==> src/rtl/wb_sram_burst_slave_if.sv <==
// rtl/wb_sram_burst_slave_if.sv - Wishbone B4 bus bundle with master and slave views
interface wb_if #(
  parameter int ADDR_WIDTH = 32,
  parameter int DATA_WIDTH = 32
);
  logic [ADDR_WIDTH-1:0]   adr;
  logic [2:0]              cti;
  logic [1:0]              bte;
  logic [DATA_WIDTH-1:0]   dat_w;
  logic [DATA_WIDTH-1:0]   dat_r;
  logic [DATA_WIDTH/8-1:0] sel;
  logic                    cyc;
  logic                    stb;
  logic                    we;
  logic                    ack;
  logic                    err;

  modport master (
    output adr, cti, bte, dat_w, cyc, sel, stb, we,
    input  dat_r, ack, err
  );

  modport slave (
    input  adr, cti, bte, dat_w, cyc, sel, stb, we,
    output dat_r, ack, err
  );
endinterface

==> src/rtl/wb_sram_burst_slave.sv <==
// rtl/wb_sram_burst_slave.sv - Wishbone B4 registered-feedback burst slave driving a 1-cycle-latency SRAM
module wb_sram_burst_slave #(
  parameter int WB_ADDR_WIDTH  = 32,
  parameter int WB_DATA_WIDTH  = 32,
  parameter int MEM_ADDR_WIDTH = 10
) (
  input  logic                       clk,
  input  logic                       rst,
  wb_if.slave                        s,
  output logic                       mem_en,
  output logic [MEM_ADDR_WIDTH-1:0]  mem_addr,
  output logic [WB_DATA_WIDTH/8-1:0] mem_we,
  output logic [WB_DATA_WIDTH-1:0]   mem_wdata,
  input  logic [WB_DATA_WIDTH-1:0]   mem_rdata
);
  localparam int B = $clog2(WB_DATA_WIDTH / 8);
  localparam logic [2:0] CTI_INC = 3'b010;

  typedef enum logic [1:0] {IDLE, RD0, RD, WR} state_t;

  state_t                    state_q, state_d;
  logic [MEM_ADDR_WIDTH-1:0] cur_q, cur_d;
  logic [1:0]                bte_q, bte_d;
  logic [MEM_ADDR_WIDTH-1:0] wrap_mask;
  logic [MEM_ADDR_WIDTH-1:0] nxt;
  logic [MEM_ADDR_WIDTH-1:0] word_idx;
  logic                      unused_adr;

  // Upper address bits were already decoded by the interconnect.
  assign word_idx   = s.adr[MEM_ADDR_WIDTH+B-1:B];
  assign unused_adr = ^s.adr;
  assign s.err      = 1'b0;

  always_comb begin
    wrap_mask = '1;
    unique case (bte_q)
      2'b01:   wrap_mask = MEM_ADDR_WIDTH'(3);
      2'b10:   wrap_mask = MEM_ADDR_WIDTH'(7);
      2'b11:   wrap_mask = MEM_ADDR_WIDTH'(15);
      default: wrap_mask = '1;
    endcase
  end

  // Increment only inside the wrap window; bits above it are preserved.
  assign nxt = (cur_q & ~wrap_mask) | ((cur_q + MEM_ADDR_WIDTH'(1)) & wrap_mask);

  always_ff @(posedge clk) begin
    if (rst) begin
      state_q <= IDLE;
      cur_q   <= '0;
      bte_q   <= 2'b00;
    end else begin
      state_q <= state_d;
      cur_q   <= cur_d;
      bte_q   <= bte_d;
    end
  end

  always_comb begin
    state_d   = state_q;
    cur_d     = cur_q;
    bte_d     = bte_q;
    s.ack     = 1'b0;
    s.dat_r   = '0;
    mem_en    = 1'b0;
    mem_addr  = '0;
    mem_we    = '0;
    mem_wdata = '0;
    if (!rst) begin
      unique case (state_q)
        IDLE: begin
          if (s.cyc && s.stb) begin
            cur_d   = word_idx;
            bte_d   = s.bte;
            state_d = s.we ? WR : RD0;
          end
        end
        WR: begin
          if (!s.cyc) begin
            state_d = IDLE;
          end else if (s.stb) begin
            s.ack     = 1'b1;
            mem_en    = 1'b1;
            mem_addr  = cur_q;
            mem_we    = s.sel;
            mem_wdata = s.dat_w;
            if (s.cti == CTI_INC) cur_d = nxt;
            else state_d = IDLE;
          end
        end
        RD0: begin
          if (!s.cyc) begin
            state_d = IDLE;
          end else begin
            mem_en   = 1'b1;
            mem_addr = cur_q;
            state_d  = RD;
          end
        end
        RD: begin
          if (!s.cyc) begin
            state_d = IDLE;
          end else begin
            // Prefetch the next word on ACK; re-read the current one during wait states.
            mem_en   = 1'b1;
            mem_addr = s.stb ? nxt : cur_q;
            if (s.stb) begin
              s.ack   = 1'b1;
              s.dat_r = mem_rdata;
              if (s.cti == CTI_INC) cur_d = nxt;
              else state_d = IDLE;
            end
          end
        end
        default: state_d = IDLE;
      endcase
    end
  end
endmodule

==> src/flat_wrapper.sv <==
// flat-port wrapper written by rule: the top's interface ports become plain ports
module wb_sram_burst_slave_flat 
#(
  parameter int WB_ADDR_WIDTH  = 32,
  parameter int WB_DATA_WIDTH  = 32,
  parameter int MEM_ADDR_WIDTH = 10
)
  (clk, rst, mem_en, mem_addr, mem_we, mem_wdata, mem_rdata, s_adr, s_cti, s_bte, s_dat_w, s_cyc, s_sel, s_stb, s_we, s_dat_r, s_ack, s_err);
  wb_if #(.ADDR_WIDTH((32)), .DATA_WIDTH((32))) s_i ();
  input  logic clk;
  input  logic rst;
  output logic mem_en;
  output logic [MEM_ADDR_WIDTH-1:0] mem_addr;
  output logic [WB_DATA_WIDTH/8-1:0] mem_we;
  output logic [WB_DATA_WIDTH-1:0] mem_wdata;
  input  logic [WB_DATA_WIDTH-1:0] mem_rdata;
  input wire logic [$bits(s_i.adr)-1:0] s_adr;
  input wire logic [$bits(s_i.cti)-1:0] s_cti;
  input wire logic [$bits(s_i.bte)-1:0] s_bte;
  input wire logic [$bits(s_i.dat_w)-1:0] s_dat_w;
  input wire logic [$bits(s_i.cyc)-1:0] s_cyc;
  input wire logic [$bits(s_i.sel)-1:0] s_sel;
  input wire logic [$bits(s_i.stb)-1:0] s_stb;
  input wire logic [$bits(s_i.we)-1:0] s_we;
  output wire logic [$bits(s_i.dat_r)-1:0] s_dat_r;
  output wire logic [$bits(s_i.ack)-1:0] s_ack;
  output wire logic [$bits(s_i.err)-1:0] s_err;
  assign s_i.adr = s_adr;
  assign s_i.cti = s_cti;
  assign s_i.bte = s_bte;
  assign s_i.dat_w = s_dat_w;
  assign s_i.cyc = s_cyc;
  assign s_i.sel = s_sel;
  assign s_i.stb = s_stb;
  assign s_i.we = s_we;
  assign s_dat_r = s_i.dat_r;
  assign s_ack = s_i.ack;
  assign s_err = s_i.err;
  wb_sram_burst_slave #(.WB_ADDR_WIDTH(WB_ADDR_WIDTH), .WB_DATA_WIDTH(WB_DATA_WIDTH), .MEM_ADDR_WIDTH(MEM_ADDR_WIDTH)) u_core (.clk(clk), .rst(rst), .s(s_i), .mem_en(mem_en), .mem_addr(mem_addr), .mem_we(mem_we), .mem_wdata(mem_wdata), .mem_rdata(mem_rdata));
endmodule
==> config.mk <==
export PLATFORM = sky130hd
export DESIGN_NAME = wb_sram_burst_slave_flat
export DESIGN_NICKNAME = d
export VERILOG_FILES = /design/src/rtl/wb_sram_burst_slave_if.sv /design/src/rtl/wb_sram_burst_slave.sv /design/src/flat_wrapper.sv
export SDC_FILE = /design/constraint.sdc
export NUM_CORES = 1
export LEC_CHECK = 0
export CAP_MARGIN = 20
export CORE_MARGIN = 5
export CORE_UTILIZATION = 32
export CTS_BUF_LIST = sky130_fd_sc_hd__clkbuf_8
export DETAILED_ROUTE_END_ITERATION = 8
export HOLD_SLACK_MARGIN = 0.15
export PLACE_DENSITY_LB_ADDON = 0.3
export SLEW_MARGIN = 20
export SYNTH_ARGS = -nofsm -noshare
export SYNTH_HDL_FRONTEND = slang
export SYNTH_SLANG_ARGS = --single-unit
==> constraint.sdc <==
create_clock -name clk -period 5.6 [get_ports clk]
set_input_delay 1.12 -clock clk [delete_from_list [all_inputs] [get_ports clk]]
set_output_delay 1.12 -clock clk [all_outputs]
set_load 0.03 [all_outputs]
After elaboration in Yosys (flattened, before gate mapping)
Cells that the tools add are included.
{"block": "word_totals", "latchBits": 0, "reg_bits": 14, "in_bits": 110, "rom_bits": 0, "ram_bits": 0, "elab_cells": 68, "output_inout_bits": 81, "mem_count": 0}
{"block": "op_classes", "magnitude_cmp": 0, "n_mux": 39, "bitwise": 4, "n_eq_ne": 13, "n_reduce_logical": 8, "n_mul": 0, "n_shift": 0, "addsub": 1, "div": 0}
{"op": "32-bit two-way mux", "count": 8}
{"op": "10-bit two-way mux", "count": 10}
{"op": "10-bit case mux with 3 select lines", "count": 2}
{"op": "10-bit AND", "count": 2}
{"op": "10-bit case mux with 2 select lines", "count": 1}
{"op": "4-bit two-way mux", "count": 4}
{"op": "2-bit two-way mux", "count": 6}
{"op": "10-bit by 1-bit adder with 10-bit output, second input constant", "count": 1}
{"op": "10-bit NOT", "count": 1}
{"op": "10-bit OR", "count": 1}
{"op": "2-bit == test, second input constant", "count": 4}
{"op": "2-bit by 1-bit != test with 1-bit output, second input constant", "count": 4}
{"op": "1-bit two-way mux", "count": 6}
{"op": "2-bit case mux with 3 select lines", "count": 1}
{"op": "5-bit AND reduction", "count": 1}
{"op": "2-bit by 1-bit == test with 1-bit output, second input constant", "count": 2}
{"op": "2-bit OR reduction", "count": 2}
{"op": "3-bit by 2-bit == test with 1-bit output, second input constant", "count": 1}
{"op": "3-bit by 2-bit != test with 1-bit output, second input constant", "count": 1}
{"op": "3-bit != test, second input constant", "count": 1}
{"op": "3-bit AND reduction", "count": 1}
{"op": "2-bit zero test", "count": 1}
{"op": "1-bit case mux with 2 select lines", "count": 1}
{"op": "2-bit AND reduction", "count": 1}
{"op": "other kinds (2)", "count": 2}

Depth between registers and ports, before layout
{"block": "depth", "word_depth": 9, "mapped_depth": 8, "mapped_depth_nobuf": 6}

Worst setup path after synthesis
Ideal clock, no wire load.
{"block": "synth_path", "path_kind": "input to output", "from": "input port rst", "to": "output port mem_addr[4]", "required_time_ps": 4480, "arrival_ps": 2526, "path_buffers": 2, "slack_ps": 1954, "stages": 4, "cell_sequence": "clkbuf_1 -> or2_2 -> buf_1 -> a311oi_1"}
{"block": "synth_via", "elab_chain_len": 1}
{"item": "start: declaration", "line_no": "flat_wrapper.sv:11", "text": "input logic rst;"}
{"item": "10-bit two-way mux", "line_no": "wb_sram_burst_slave.sv:69", "text": "if (!rst) begin"}
{"item": "end: declaration", "line_no": "flat_wrapper.sv:13", "text": "output logic [MEM_ADDR_WIDTH-1:0] mem_addr;"}
Every way passes these cells.

Worst setup path in the final report
{"block": "layout_path", "from": "input port s_cyc", "to": "output port mem_addr[8]"}
{"block": "layout_via", "elab_chain_len": 3, "elab_cells_between_ends": 5, "classes_between": "5 x mux"}
{"item": "start: declaration", "line_no": "flat_wrapper.sv:21", "text": "input wire logic [$bits(s_i.cyc)-1:0] s_cyc;"}
{"item": "10-bit two-way mux, on equally long branches", "line_no": "wb_sram_burst_slave.sv:101, wb_sram_burst_slave.sv:79, wb_sram_burst_slave.sv:92"}
{"item": "10-bit case mux with 3 select lines (*)", "line_no": "wb_sram_burst_slave.sv:70", "text": "unique case (state_q)"}
{"item": "10-bit two-way mux (*)", "line_no": "wb_sram_burst_slave.sv:69"}
Mark *: on every way between the ends. The rest lies on a longest branch, timed or not.

==> results.ini <==
[worst_setup_path]
cp_slowest_stage_delay_ps = 680
worstSetupPathType = input pin to output port
critPathTopFamily = buffers and inverters
worst-r2r-setup-slack_ps = 3080
path_common_cell = clkdlybuf4s50_1
cp_slowest_cell = clkdlybuf4s50_1
endpoint = mem_addr[8]
reg2reg_from = u_core.state_q[0]
path_max_fanout = 12
end_kind = output port
path_buf_inv = 2
path_cells = clkdlybuf4s50_1, nand3_1, or4_1, a21oi_1, clkdlybuf4s50_1
crit_start = s_cyc
cp.required_ps = 4480
path_depth = 5
worst_ep_arrival_time_ps = 3500
reg2regPathDepth = 6
r2r_end = u_core.cur_q[7]
start_kind = input pin

[synth]
ys_warn_count = 0
ys.flop_type = dfxtp_1
yosys_register_bits = 14
synth_area_per_cell_sq_um = 7.00
synth_edf_count = 0
syn_nets = 377
synthCells = 259
seq_area_frac_synth_pct = 15.5
ys_types = 55
syn_area_sq_um = 1810
synth-async-reset-ratio_pct = 0

[grt]
grt_usage_pct = 21.4
grt_antenna_before_repair = 0
grt_pass1_wl_um = 12500
grt_overflow = 0
grt_max_degree = 37
grt_pass1_vias = 2421

[die]
core-area_sq_um = 5510
die_w_um = 85.2
ios = 191
die_area_sq_um = 7270
fp.dieH_um = 85.2
rows = 27
initial_utilization_pct = 32.9

[flow_run]
cap_violations = 0

[final_layout]
layout_commonest_cell = clkdlybuf4s50_1
layout_common_cells = clkdlybuf4s50_1 (167), and2_1 (74), o21ai_0 (19)
syn_to_final_growth_pct = 96.6
diodes = 0
regArea_sq_um = 280
drive_gt1_share_pct = 5.31
nFillCells = 504
final_util_pct = 64.7
multi_input_area_sq_um = 1410
nets = 533

[min_path]
whs_path_depth = 2
hold_path.class = flop to flop

[placement]
portBuffers = 167
gp_congestion = 0.842
dp_hpwl_um = 6800

[power]
p_leak_nw = 1.32
powerDensity_nw_per_um2 = 139
vdd_ir_drop_max_mv = 0.0999

[sta]
slew_headroom_pct = 32.7
final_hold_viol_count = 0
hold_ws_ps = 507
tightest_slew_ps = 1010
fin_setup_tns_ps = 0
drv_slew = 0
period_share_pct = 82.4
fmax_ghz = 0.217
fin_crit_ps = 4620
finalSetupViolCount = 0
grt_setup_unrepaired = no
clock_skew_ps = 2.15

[routing]
wl_per_cell_um = 17.0
postRouteAntennaNets = 0
drtIter0Drc = 130
dr_total_vias = 2475
drtPass1Iterations = 4
drc = 0
viasPerCell = 5.09
wirelength_um = 8250

[run_status]
status = completed

[cts]
htreeDepth = 1
postCtsHoldBufs = 0
cts.repair.resized = 0
cts_max_path_buffers = 2
clkTransAtPathRegs_ps = 60
root_buffer = clkbuf_8
cts_inserted_buffers = 3
cts_tree = built
clkLatencyLatePin_ps = 250
clock_sinks = 14
post_cts_buffers = 0

worst min path at each step:
stage                            to  slack [ps]       startpoint
global placement    u_core.bte_q[1]         480  u_core.bte_q[1]
finish              u_core.bte_q[1]         510  u_core.bte_q[1]
CTS                 u_core.bte_q[1]         510  u_core.bte_q[1]
global route        u_core.bte_q[1]         560  u_core.bte_q[1]
floorplan           u_core.bte_q[1]         460  u_core.bte_q[1]
detailed placement  u_core.bte_q[1]         500  u_core.bte_q[1]
where the power goes:
| part | internal, W | total, W | switching [W] | leakage, nW |
|---|---|---|---|---|
| combinational | 0.000127 | 0.000247 | 0.000121 | 1.17 |
| clock | 0.0000623 | 0.000103 | 0.0000402 | 0.0288 |
| sequential | 0.000116 | 0.000146 | 0.0000295 | 0.115 |
| total | 0.000305 | 0.000495 | 0.000190 | 1.32 |
logic make-up after synthesis:
logic type | count (synthesis) | synth area share (%)
XOR/XNOR | 1 | 0.484
multiplexers | 2 | 1.11
adder cells (fa/ha/maj) | 8 | 5.53
other | 1 | 0.207
AND/OR/NAND/NOR | 139 | 45.3
flip-flops | 14 | 15.5
buffers and inverters | 27 | 7.04
AO/OA/AOI/OAI | 67 | 24.9
worst reg2reg max path: stages, from the launching register on:
cell,delay (ps)
dfxtp_1,400
inv_1,100
ha_1,330
or2_4,310
a221oi_2,730
o21ai_0,220
a32o_1,310
flip-flops by register name, indices dropped and copies added, names as in the netlist:
name            flops
u_core.cur_q       10
u_core.state_q      2
u_core.bte_q        2
Yosys cell counts, types with 3 or more instances:
master / count / share of area (%)
a21o_1: 3 / 1.2
a21oi_1: 17 / 4.7
a311oi_1: 3 / 1.5
a31oi_1: 5 / 1.7
and2_1: 74 / 26
and4_1: 3 / 1.5
buf_2: 3 / 0.83
clkbuf_1: 12 / 2.5
dfxtp_1: 14 / 15
ha_1: 8 / 5.5
inv_1: 7 / 1.5
nand2_1: 12 / 2.5
nand3_1: 5 / 1.4
nor2_1: 14 / 2.9
nor3_1: 6 / 1.7
nor4_1: 3 / 1.0
o21ai_0: 19 / 5.2
or3_1: 3 / 1.0
layout make-up:
class                      count  share of cell area [%]
multi-input combinational    218                    39.6
timing repair buffer         171                    47.8
inverter                       7                   0.738
sequential                    14                    7.87
tap                           72                    2.53
clock buffer                   4                    1.55
through the flow:
step	power, W	area (sq um)	instances	setup slack (ps)
CTS	0.000497	3560	486	977
global placement	0.000386	3510	482	1010
floorplan	0.000291	1810	259	1950
detailed placement	0.000393	3510	482	970
global route	0.000531	3560	486	857
finish	0.000495	3560	486	984
per-layer routing:
layer	global-route usage, %	wire, um	up-vias	part of all wire [%]
met4	7.34	234	0	2.8
met1	22.5	2900	1117	35
met3	11.8	1120	16	14
met2	36.0	4000	122	48
met5	0	0	-	0
li1	-	-	1220	-
Power figures use the tool's default switching activity.
